<file path="config.mk">
export PLATFORM = sky130hd
export DESIGN_NAME = mem_sram_controller_flat
export DESIGN_NICKNAME = d
export VERILOG_FILES = /design/src/rtl/mem_sram_controller_if.sv /design/src/rtl/mem_sram_controller.sv /design/src/flat_wrapper.sv
export SDC_FILE = /design/constraint.sdc
export NUM_CORES = 1
export LEC_CHECK = 0
export ABC_CLOCK_PERIOD_IN_PS = 6000
export BUFFER_PORTS_ARGS = -buffer_cell sky130_fd_sc_hd__buf_2
export CAP_MARGIN = 10
export CORE_MARGIN = 1.5
export CORE_UTILIZATION = 38
export DETAILED_ROUTE_END_ITERATION = 10
export PLACE_DENSITY = 0.65
export SLEW_MARGIN = 20
export SYNTH_ARGS = -nofsm -noshare
export SYNTH_HDL_FRONTEND = slang
export SYNTH_SLANG_ARGS = --single-unit
</file>
<file path="constraint.sdc">
create_clock -name clk -period 6 [get_ports clk]
set_clock_uncertainty 0.2 [all_clocks]
set_input_delay 0.3 -clock clk [delete_from_list [all_inputs] [get_ports clk]]
set_output_delay 0.3 -clock clk [all_outputs]
set_load 0.01 [all_outputs]
</file>
<file path="src/rtl/mem_sram_controller_if.sv">
// rtl/mem_sram_controller_if.sv - MEM-stage request and async SRAM pin bundle
interface mem_sram_controller_if #(
    parameter int DATA_W  = 32,
    parameter int SRAM_DW = 16,
    parameter int SRAM_AW = 18
);
    logic               mem_r_en;
    logic               mem_w_en;
    logic [DATA_W-1:0]  addr;
    logic [DATA_W-1:0]  wdata;
    logic [DATA_W-1:0]  rdata;
    logic               ready;
    logic [SRAM_AW-1:0] sram_addr;
    logic [SRAM_DW-1:0] sram_dq_out;
    logic               sram_dq_oe;
    logic [SRAM_DW-1:0] sram_dq_in;
    logic               sram_we_n;

    modport master (
        output mem_r_en, mem_w_en, addr, wdata, sram_dq_in,
        input  rdata, ready, sram_addr, sram_dq_out, sram_dq_oe, sram_we_n
    );

    modport slave (
        input  mem_r_en, mem_w_en, addr, wdata, sram_dq_in,
        output rdata, ready, sram_addr, sram_dq_out, sram_dq_oe, sram_we_n
    );
endinterface

</file>
<file path="src/rtl/mem_sram_controller.sv">
// rtl/mem_sram_controller.sv - splits 32-bit loads/stores into two 16-bit SRAM cycles
module mem_sram_controller #(
    parameter int DATA_W      = 32,
    parameter int SRAM_DW     = 16,
    parameter int SRAM_AW     = 18,
    parameter int WAIT_CYCLES = 1,
    parameter int BASE_ADDR   = 1024
) (
    input logic                 clk,
    input logic                 rst,
    mem_sram_controller_if.slave bus
);
    typedef enum logic [1:0] {IDLE, LO, HI, DONE} state_t;

    localparam logic [3:0]        WAIT_LAST = 4'(WAIT_CYCLES);
    localparam logic [DATA_W-1:0] BASE      = DATA_W'(BASE_ADDR);

    state_t             state, state_next;
    logic [3:0]         wait_cnt;
    logic               op_wr;
    logic [SRAM_AW-2:0] lat_word;
    logic [DATA_W-1:0]  lat_wdata;
    logic [DATA_W-1:0]  rdata_q;
    logic [DATA_W-1:0]  offset;
    logic               req;
    logic               phase_end;
    logic               unused_offset_bits;

    assign req       = bus.mem_w_en | bus.mem_r_en;
    assign offset    = bus.addr - BASE;
    assign phase_end = (wait_cnt == WAIT_LAST);
    assign bus.rdata = rdata_q;

    // Byte offset bits and the out-of-range high bits are dropped by the map.
    assign unused_offset_bits = ^{offset[DATA_W-1:SRAM_AW+1], offset[1:0]};

    always_ff @(posedge clk) begin
        if (rst) begin
            state <= IDLE;
        end else begin
            state <= state_next;
        end
    end

    always_ff @(posedge clk) begin
        if (rst) begin
            wait_cnt  <= '0;
            op_wr     <= 1'b0;
            lat_word  <= '0;
            lat_wdata <= '0;
            rdata_q   <= '0;
        end else begin
            if (state == IDLE && req) begin
                op_wr     <= bus.mem_w_en;
                lat_word  <= offset[SRAM_AW:2];
                lat_wdata <= bus.wdata;
            end
            if ((state == LO || state == HI) && !phase_end) begin
                wait_cnt <= wait_cnt + 4'd1;
            end else begin
                wait_cnt <= '0;
            end
            // Sample the bus at the end of each phase, after the full access time.
            if (state == LO && phase_end && !op_wr) begin
                rdata_q[SRAM_DW-1:0] <= bus.sram_dq_in;
            end
            if (state == HI && phase_end && !op_wr) begin
                rdata_q[DATA_W-1:SRAM_DW] <= bus.sram_dq_in;
            end
        end
    end

    always_comb begin
        state_next      = state;
        bus.ready       = 1'b0;
        bus.sram_addr   = '0;
        bus.sram_dq_out = '0;
        bus.sram_dq_oe  = 1'b0;
        bus.sram_we_n   = 1'b1;
        case (state)
            IDLE: begin
                if (req) begin
                    state_next = LO;
                end else begin
                    bus.ready = 1'b1;
                end
            end
            LO: begin
                bus.sram_addr   = {lat_word, 1'b0};
                bus.sram_dq_oe  = op_wr;
                bus.sram_we_n   = !op_wr;
                bus.sram_dq_out = op_wr ? lat_wdata[SRAM_DW-1:0] : '0;
                if (phase_end) begin
                    state_next = HI;
                end
            end
            HI: begin
                bus.sram_addr   = {lat_word, 1'b1};
                bus.sram_dq_oe  = op_wr;
                bus.sram_we_n   = !op_wr;
                bus.sram_dq_out = op_wr ? lat_wdata[DATA_W-1:SRAM_DW] : '0;
                if (phase_end) begin
                    state_next = DONE;
                end
            end
            DONE: begin
                bus.ready  = 1'b1;
                state_next = IDLE;
            end
            default: state_next = IDLE;
        endcase
    end
endmodule
</file>
<file path="src/flat_wrapper.sv">
// flat-port wrapper written by rule: the top's interface ports become plain ports
module mem_sram_controller_flat 
#(
    parameter int DATA_W      = 32,
    parameter int SRAM_DW     = 16,
    parameter int SRAM_AW     = 18,
    parameter int WAIT_CYCLES = 1,
    parameter int BASE_ADDR   = 1024
)
  (clk, rst, bus_mem_r_en, bus_mem_w_en, bus_addr, bus_wdata, bus_sram_dq_in, bus_rdata, bus_ready, bus_sram_addr, bus_sram_dq_out, bus_sram_dq_oe, bus_sram_we_n);
  mem_sram_controller_if #(.DATA_W(DATA_W), .SRAM_DW(SRAM_DW), .SRAM_AW(SRAM_AW)) bus_i ();
  input logic clk;
  input logic rst;
  input wire logic [$bits(bus_i.mem_r_en)-1:0] bus_mem_r_en;
  input wire logic [$bits(bus_i.mem_w_en)-1:0] bus_mem_w_en;
  input wire logic [$bits(bus_i.addr)-1:0] bus_addr;
  input wire logic [$bits(bus_i.wdata)-1:0] bus_wdata;
  input wire logic [$bits(bus_i.sram_dq_in)-1:0] bus_sram_dq_in;
  output wire logic [$bits(bus_i.rdata)-1:0] bus_rdata;
  output wire logic [$bits(bus_i.ready)-1:0] bus_ready;
  output wire logic [$bits(bus_i.sram_addr)-1:0] bus_sram_addr;
  output wire logic [$bits(bus_i.sram_dq_out)-1:0] bus_sram_dq_out;
  output wire logic [$bits(bus_i.sram_dq_oe)-1:0] bus_sram_dq_oe;
  output wire logic [$bits(bus_i.sram_we_n)-1:0] bus_sram_we_n;
  assign bus_i.mem_r_en = bus_mem_r_en;
  assign bus_i.mem_w_en = bus_mem_w_en;
  assign bus_i.addr = bus_addr;
  assign bus_i.wdata = bus_wdata;
  assign bus_i.sram_dq_in = bus_sram_dq_in;
  assign bus_rdata = bus_i.rdata;
  assign bus_ready = bus_i.ready;
  assign bus_sram_addr = bus_i.sram_addr;
  assign bus_sram_dq_out = bus_i.sram_dq_out;
  assign bus_sram_dq_oe = bus_i.sram_dq_oe;
  assign bus_sram_we_n = bus_i.sram_we_n;
  mem_sram_controller #(.DATA_W(DATA_W), .SRAM_DW(SRAM_DW), .SRAM_AW(SRAM_AW), .WAIT_CYCLES(WAIT_CYCLES), .BASE_ADDR(BASE_ADDR)) u_core (.clk(clk), .rst(rst), .bus(bus_i));
endmodule
</file>
==> flow_summary.ini, run 1 <==
[worst_setup_path]
ordered_list_of_cells_on_the_worst_path = inv_1, ha_1, nand2_1, nor2_1, buf_2
worstPathMaxFanout = 20
critPathKind = reg -> out
cp-endpoint = bus_sram_dq_out[12]
cp-end-kind = output port
setup_slack_reg_to_reg_ps = 3470
timing.critical_path.from_type = flip-flop
launching_element_of_the_worst_setup_path = u_core.state[1]
reg2reg_depth = 4
critPathArrivalTime_ps = 2490
r2r_start = u_core.state[1]
slowest_stage_cell_on_the_critical_path = sky130_fd_sc_hd__ha_1
crit_path_largest_cell_delay_ps = 630
critPathRequiredTime_ps = 5500
worst_r2r_endpoint = u_core.bus.rdata[13]

[placement]
io_buffers = 137
placed_wire_length_estimate_after_detailed_placement_um = 6100
dpl.cell_count = 686
gp_routability_congestion = 0.739

[final_layout]
final_net_count = 697
nFillCells = 915
antenna_cells = 0
drive_above_1_share_pct = 27.0
area_delta_synth_final_pct = 35.4
finalCoreUtilization_pct = 53.1
layout.cells.non_filler = 743

[yosys]
ys_ff_latch = 88
postSynthAreaPerCell_um2 = 8.58
netlist_area_um2 = 3830
mappedNetlistNets = 539
post_synthesis_cell_type_with_the_largest_combined_area = sky130_fd_sc_hd__dfxtp_1
ys.flop_type = sky130_fd_sc_hd__dfxtp_1
post-synth-top-count-cell = sky130_fd_sc_hd__dfxtp_1
synth_area_leaders = sky130_fd_sc_hd__dfxtp_1, sky130_fd_sc_hd__mux2i_1, sky130_fd_sc_hd__nand2b_1
number_of_flops_mapped_to_enable_cells_by_yosys = 0
synthDistinctLibCells = 35
synth.yosys.seq_area_share_pct = 45.9
synthArstFlopShare_pct = 0
synthesized_instance_count = 447
synth.top_cells.by_count = sky130_fd_sc_hd__dfxtp_1, sky130_fd_sc_hd__nand2_1, sky130_fd_sc_hd__nand2b_1
synth.top_cell.area_share_pct = 45.9
yosysWarnings = 0

[floorplan]
die-area_um2 = 10700
placement_rows = 36
initial_core_util_pct = 39.2
io_pins = 153
die_y_extent_um = 103
die_w_um = 103
placeableCoreArea_um2 = 9770

[clock_tree]
clk_pin_slew_ps = 90
cts.path.max_buffers = 2
ctsHtreeMaxLevel = 3
clkLatencyLatePin_ps = 340
cts_inserted_buffers = 9
cts_sinks = 88
clockRootBuffer = sky130_fd_sc_hd__clkbuf_8
tritoncts = built
cts_resized = 0

[sta]
maxClockFrequency_ghz = 0.335
timing.final.crit_period_ps = 2990
timing.final.crit_share_pct = 49.8
hold_vio_cnt_final = 0
final-setup-viol-count = 0
timing_max_transition_violations_final = 0
worst-slew-pin-transition_ps = 1050
timing.max_slew.rel_slack_pct = 29.9
setup_repair_after_global_routing_missed_its_margin = false
final.setup.tns_ps = 0

[detailed_routing]
detail_route.first_pass.iterations = 4
vias = 3621
postRouteWirelength_um = 9660
wire_length_per_cell_after_detailed_routing_um = 13.0
detail_route.iter0.violations = 104
ant_nets = 0
detail_route.vias_per_cell = 4.87
drc = 0

[pwr]
switching_share_pct = 34.7
combinational_cell_fraction_of_total_power_pct = 29.7
p_leak_nw = 2.42
power_per_unit_of_standard_cell_area_nw_per_um2 = 320
p_switching_w = 0.000576
power_report.internal_total_w = 0.00108
max-vdd-ir-drop_v = 0.000149
total_power_w = 0.00166
power_frac_seq_pct = 44.9
power.share.clock_pct = 25.4

[global_route]
maximum_number_of_pins_on_one_net_before_global_route_repair = 103
global_route.overflow_total = 0
grt_pass1_vias = 3499
groute.usage.overall_pct = 18.1
antenna_found_initial = 0
wire_length_of_the_first_global_routing_pass_um = 15200

[worst_hold_path]
hold_path.class = in -> reg

[run]
number_of_maximum_capacitance_violations = 0

[status]
run_status = finished clean
[cell families after synthesis]
group	share of synthesized area (%)
flip-flops	45.9
multiplexers	8.87
buffers and inverters	4.34
AND/OR/NAND/NOR	25.5
adder cells (fa/ha/maj)	2.61
XOR/XNOR	0.685
AO/OA/AOI/OAI	12.0
[area by class of cell]
class | count | area (um2) | area share [%]
Multi-Input combinational cell | 319 | 1920 | 36.9
Sequential cell | 88 | 1760 | 33.9
Clock inverter | 6 | 67.6 | 1.30
Timing Repair Buffer | 181 | 1120 | 21.5
Clock buffer | 10 | 138 | 2.65
Inverter | 6 | 22.5 | 0.434
Tap cell | 133 | 166 | 3.21
[metrics by stage]
step / setup WS [ps] / hold slack [ps] / instance area [um2]
after detailed placement: 3390 / 247 / 4580
after floorplan: 3840 / 196 / 3830
final: 3010 / 28.0 / 5190
after CTS: 2990 / 5.41 / 5190
after global placement: 3400 / 239 / 4580
after global routing: 2800 / 30.9 / 5190
[registers in the layout, summed over array words and instances (netlist names)]
signal            count
u_core.bus.rdata     32
u_core.lat_word      17
u_core.state          2
u_core.wait_cnt       4
u_core.lat_wdata     32
u_core.op_wr          1
[cells in the final DEF (no fill, tap or decap), types with 2 or more instances in the layout]
cell type                       synthesis  final
sky130_fd_sc_hd__nand2_1               84     84
sky130_fd_sc_hd__dfxtp_1               88     88
sky130_fd_sc_hd__nor2_1                31     31
sky130_fd_sc_hd__o31ai_1                2      2
sky130_fd_sc_hd__nand2b_1              54     54
sky130_fd_sc_hd__buf_2                  1    137
sky130_fd_sc_hd__a21oi_1               42     42
sky130_fd_sc_hd__and3_1                17     17
sky130_fd_sc_hd__or2_2                  2      2
sky130_fd_sc_hd__ha_1                   8      8
sky130_fd_sc_hd__a22oi_1               17     17
sky130_fd_sc_hd__inv_1                  6      6
sky130_fd_sc_hd__clkinvlp_4             0      2
sky130_fd_sc_hd__mux2i_1               34     34
sky130_fd_sc_hd__a211oi_1               3      3
sky130_fd_sc_hd__a311oi_1               6      6
sky130_fd_sc_hd__or4_1                  2      2
sky130_fd_sc_hd__dlygate4sd3_1          0     41
sky130_fd_sc_hd__clkbuf_8               0     10
sky130_fd_sc_hd__xnor2_1                2      2
sky130_fd_sc_hd__buf_4                  2      3
[power by group through the flow]
stage	sequential [W]	clock [W]	combinational, W
floorplan	0.000752	0	0.000340
global placement	0.000755	0	0.000466
detailed placement	0.000760	0	0.000475
CTS	0.000746	0.000437	0.000495
global route	0.000760	0.000462	0.000557
finish	0.000746	0.000421	0.000493
[layer usage]
layer | global-route usage [%] | up-vias | share of wire [%]
li1 | - | 1816 | -
met1 | 20.3 | 1677 | 43
met2 | 32.9 | 115 | 49
met3 | 3.97 | 13 | 6.8
met4 | 7.38 | 0 | 1.5
met5 | 0 | - | 0
[worst min-delay path by stage]
stage	slack (ps)	end	depth (start not counted)	startpoint
after floorplan	200	u_core.lat_word[8]	1	bus_addr[10]
after global placement	240	u_core.lat_word[2]	2	u_core.lat_word[2]
after detailed placement	250	u_core.lat_wdata[30]	2	u_core.lat_wdata[30]
after CTS	5	u_core.op_wr	3	bus_mem_w_en
after global routing	30	u_core.bus.rdata[14]	3	bus_sram_dq_in[14]
final	30	u_core.op_wr	3	bus_mem_w_en
[worst max-delay path: cells and delay by family (launching register included)]
kind / cells / cell delay [ps]
DFF: 1 / 390
adders and majority gates: 1 / 630
and+or+nand+nor: 2 / 850
buffers and inverters: 2 / 260
[repair_timing]
item                                   CTS  global route
setup buffers                            0             0
endpoints found under the hold margin   41             0
hold buffers                            41             0
No activity file was read; power rests on OpenSTA's default activity.
==> run 2, diff against run 1 <==
--- a/config.mk
+++ b/config.mk
@@ -5,13 +5,13 @@
 export SDC_FILE = /design/constraint.sdc
 export NUM_CORES = 1
 export LEC_CHECK = 0
-export ABC_CLOCK_PERIOD_IN_PS = 6000
+export ABC_AREA = 1
+export ABC_CLOCK_PERIOD_IN_PS = 2800
 export BUFFER_PORTS_ARGS = -buffer_cell sky130_fd_sc_hd__buf_2
 export CAP_MARGIN = 10
 export CORE_MARGIN = 1.5
 export CORE_UTILIZATION = 38
 export DETAILED_ROUTE_END_ITERATION = 10
-export PLACE_DENSITY = 0.65
 export SLEW_MARGIN = 20
 export SYNTH_ARGS = -nofsm -noshare
 export SYNTH_HDL_FRONTEND = slang
==> constraint.sdc (replaced) <==
create_clock -name clk -period 2.8 [get_ports clk]
set_clock_uncertainty 0.2 [all_clocks]
set_input_delay 0.14 -clock clk [delete_from_list [all_inputs] [get_ports clk]]
set_output_delay 0.14 -clock clk [all_outputs]
set_load 0.01 [all_outputs]
==> run 2 against run 1 <==
Compared with the run above: routed wire length rose by 10%; clock-buffer cell count up 2; worst hold slack got worse by 4.5 ps; critical path type unchanged; register-to-register slack worse by 2800 ps; highest routed layer unchanged; global-route usage is 1.4 points higher; sequential power is 120% higher; critical path depth stayed put; die area up 1.1%.
==> flow_summary.ini, run 2 <==
[detailed_routing]
met2_length_um = 4840
drc = 0
detail_route.first_pass.iterations = 4
dr_wl_met3_um = 684
routedLengthMet1_um = 4960
vias = 4108
postRouteWirelength_um = 10600
topmost_layer_with_routed_signal_wires = met4
detail_route.vias_per_cell = 4.81
wire_length_per_cell_after_detailed_routing_um = 12.4
ant_nets = 0
detail_route.iter0.violations = 205

[worst_setup_path]
worst_path_dominant_cell_family = simple AND/OR/NAND/NOR gates
timing.critical_path.from_type = flip-flop
critical_path.n_buffers_inverters = 2
critPathRequiredTime_ps = 2460
worstPathMaxFanout = 18
cp-end-kind = output port
ordered_list_of_cells_on_the_worst_path = inv_1, ha_1, nand2_1, a21oi_1, buf_2
critPathArrivalTime_ps = 2180
critPathKind = reg -> out
slowest_stage_cell_on_the_critical_path = sky130_fd_sc_hd__nand2_1
crit_path_largest_cell_delay_ps = 450

[floorplan]
initial_core_util_pct = 39.5
placement_rows = 36
die_y_extent_um = 104
placeableCoreArea_um2 = 9820
io_pins = 153
die_w_um = 104
die-area_um2 = 10800

[sta]
timing.final.crit_period_ps = 2520
timing.max_slew.rel_slack_pct = 51.5
timing.final.crit_share_pct = 90.1
timing_max_transition_violations_final = 0
hold_ws_ps = 23.5
maxClockFrequency_ghz = 0.396
final.setup.tns_ps = 0
hold_vio_cnt_final = 0
final-setup-viol-count = 0
worst-slew-pin-transition_ps = 725
setup_repair_after_global_routing_missed_its_margin = false

[status]
run_status = finished clean

[final_layout]
final_common_cell = sky130_fd_sc_hd__buf_2
multi_input_comb_area_um2 = 1740
register_area_um2 = 1760
area_delta_synth_final_pct = 40.5
mostFrequentLayoutCells = sky130_fd_sc_hd__buf_2, sky130_fd_sc_hd__nor2_1, sky130_fd_sc_hd__nand2_1, sky130_fd_sc_hd__dfxtp_1, sky130_fd_sc_hd__dlygate4sd3_1
final_net_count = 808
drive_above_1_share_pct = 23.3
antenna_cells = 0
nFillCells = 947

[global_route]
groute.usage.overall_pct = 19.5
wire_length_of_the_first_global_routing_pass_um = 17600
antenna_found_initial = 0
maximum_number_of_pins_on_one_net_before_global_route_repair = 57
global_route.overflow_total = 0
grt_pass1_vias = 3876

[clock_tree]
tritoncts = built
cts.path.max_buffers = 2
clockRootBuffer = sky130_fd_sc_hd__clkbuf_8
cts_inserted_buffers = 9
ctsHtreeMaxLevel = 3
ctsHoldBuffers = 68
cts_resized = 0
cts_sinks = 88
clkLatencyLatePin_ps = 350
clk_pin_slew_ps = 90
postCtsSetupRepairBufs = 0

[pwr]
switching_share_pct = 37.9
power.share.clock_pct = 23.7
total_power_w = 0.00412
max-vdd-ir-drop_v = 0.000395
power_frac_seq_pct = 40.3
p_switching_w = 0.00156
power_per_unit_of_standard_cell_area_nw_per_um2 = 756
p_leak_nw = 2.47
combinational_cell_fraction_of_total_power_pct = 36.1
power_report.internal_total_w = 0.00256

[yosys]
synth_area_leaders = sky130_fd_sc_hd__dfxtp_1, sky130_fd_sc_hd__nor2_1, sky130_fd_sc_hd__a21oi_1
synthArstFlopShare_pct = 0
post_synthesis_cell_type_with_the_largest_combined_area = sky130_fd_sc_hd__dfxtp_1
synth.top_cell.area_share_pct = 45.4
netlist_area_um2 = 3880
synthesized_instance_count = 532
ys_ff_latch = 88
mappedNetlistNets = 624
synth.top_cells.by_count = sky130_fd_sc_hd__nor2_1, sky130_fd_sc_hd__dfxtp_1, sky130_fd_sc_hd__nand2_1
postSynthAreaPerCell_um2 = 7.29
post-synth-top-count-cell = sky130_fd_sc_hd__nor2_1
yosysWarnings = 0
synthDistinctLibCells = 23
ys.flop_type = sky130_fd_sc_hd__dfxtp_1
synth.yosys.seq_area_share_pct = 45.4
number_of_flops_mapped_to_enable_cells_by_yosys = 0

[worst_hold_path]
hold_path.class = in -> reg

[placement]
placed_wire_length_estimate_after_detailed_placement_um = 6560
io_buffers = 137
gp_routability_congestion = 0.876

[run]
number_of_maximum_capacitance_violations = 0
run 2: cell count changes after synthesis, moves of 17 or more:
cell and change:
sky130_fd_sc_hd__mux2i_1 -34, sky130_fd_sc_hd__nand2b_1 -54, sky130_fd_sc_hd__nor2_1 +70, sky130_fd_sc_hd__and3_1 -17
sky130_fd_sc_hd__nand4_1 +32, sky130_fd_sc_hd__o21ai_0 +49, sky130_fd_sc_hd__a21oi_1 +25, sky130_fd_sc_hd__a22oi_1 -17
sky130_fd_sc_hd__inv_1 +32
run 2: final cells by class:
cell class	instances	area share, %
Timing Repair Buffer	210	25.8
Sequential cell	88	32.3
Tap cell	133	3.05
Clock buffer	12	2.66
Inverter	42	2.94
Multi-Input combinational cell	365	31.8
Clock inverter	4	1.40
run 2: metal layers:
layer	track usage [%]	vias to the layer above
met2	32.5	143
met3	4.57	14
met4	5.56	0
met5	0	-
met1	25.1	1859
li1	-	2092
run 2: worst reg2reg max path, cell delays in order (launching register included):
cell and delay, ps:
sky130_fd_sc_hd__dfxtp_1 350, sky130_fd_sc_hd__inv_1 120, sky130_fd_sc_hd__ha_1 180, sky130_fd_sc_hd__nand2_1 80, sky130_fd_sc_hd__inv_2 180, sky130_fd_sc_hd__o21ai_0 130, sky130_fd_sc_hd__a21oi_1 140, sky130_fd_sc_hd__dlygate4sd3_1 570
sky130_fd_sc_hd__nor2_1 40
run 2: path summary, 6_finish.rpt:
kind / from / end / slack [ps] / cells past startpoint
max reg2reg: u_core.state[0] / u_core.lat_word[14] / 710 / 8
max: u_core.state[0] / bus_sram_dq_out[0] / 280 / 5
min: bus_addr[10] / u_core.lat_word[15] / 20 / 6
min reg2reg: u_core.lat_word[8] / u_core.lat_word[8] / 260 / 2
run 2: per-stage QoR:
step	area, um2	cells	setup WS (ps)	util [%]
2_1_floorplan	3880	532	1040	-
3_3_place_gp	4550	770	726	46.3
3_5_place_dp	4550	770	672	46.3
4_1_cts	5450	854	264	55.5
5_1_grt	5450	854	99.2	55.5
6_report	5450	854	277	55.5
run 2: power groups by stage:
stage	clock network [W]	logic [W]	registers (W)
floorplan	0	0.00111	0.00168
global placement	0	0.00138	0.00168
detailed placement	0	0.00140	0.00169
CTS	0.00100	0.00148	0.00166
global route	0.00105	0.00168	0.00169
finish	0.000975	0.00149	0.00166
run 2: cells by family after synthesis:
logic type                 after synthesis  share of synthesized area [%]
and+or+nand+nor                        237                           26.4
buffers and inverters                   79                           9.84
AOI/OAI and AO/OA                      118                           15.3
adders and majority gates                8                           2.58
DFF                                     88                           45.4
xor gates and xnor gates                 2                          0.452
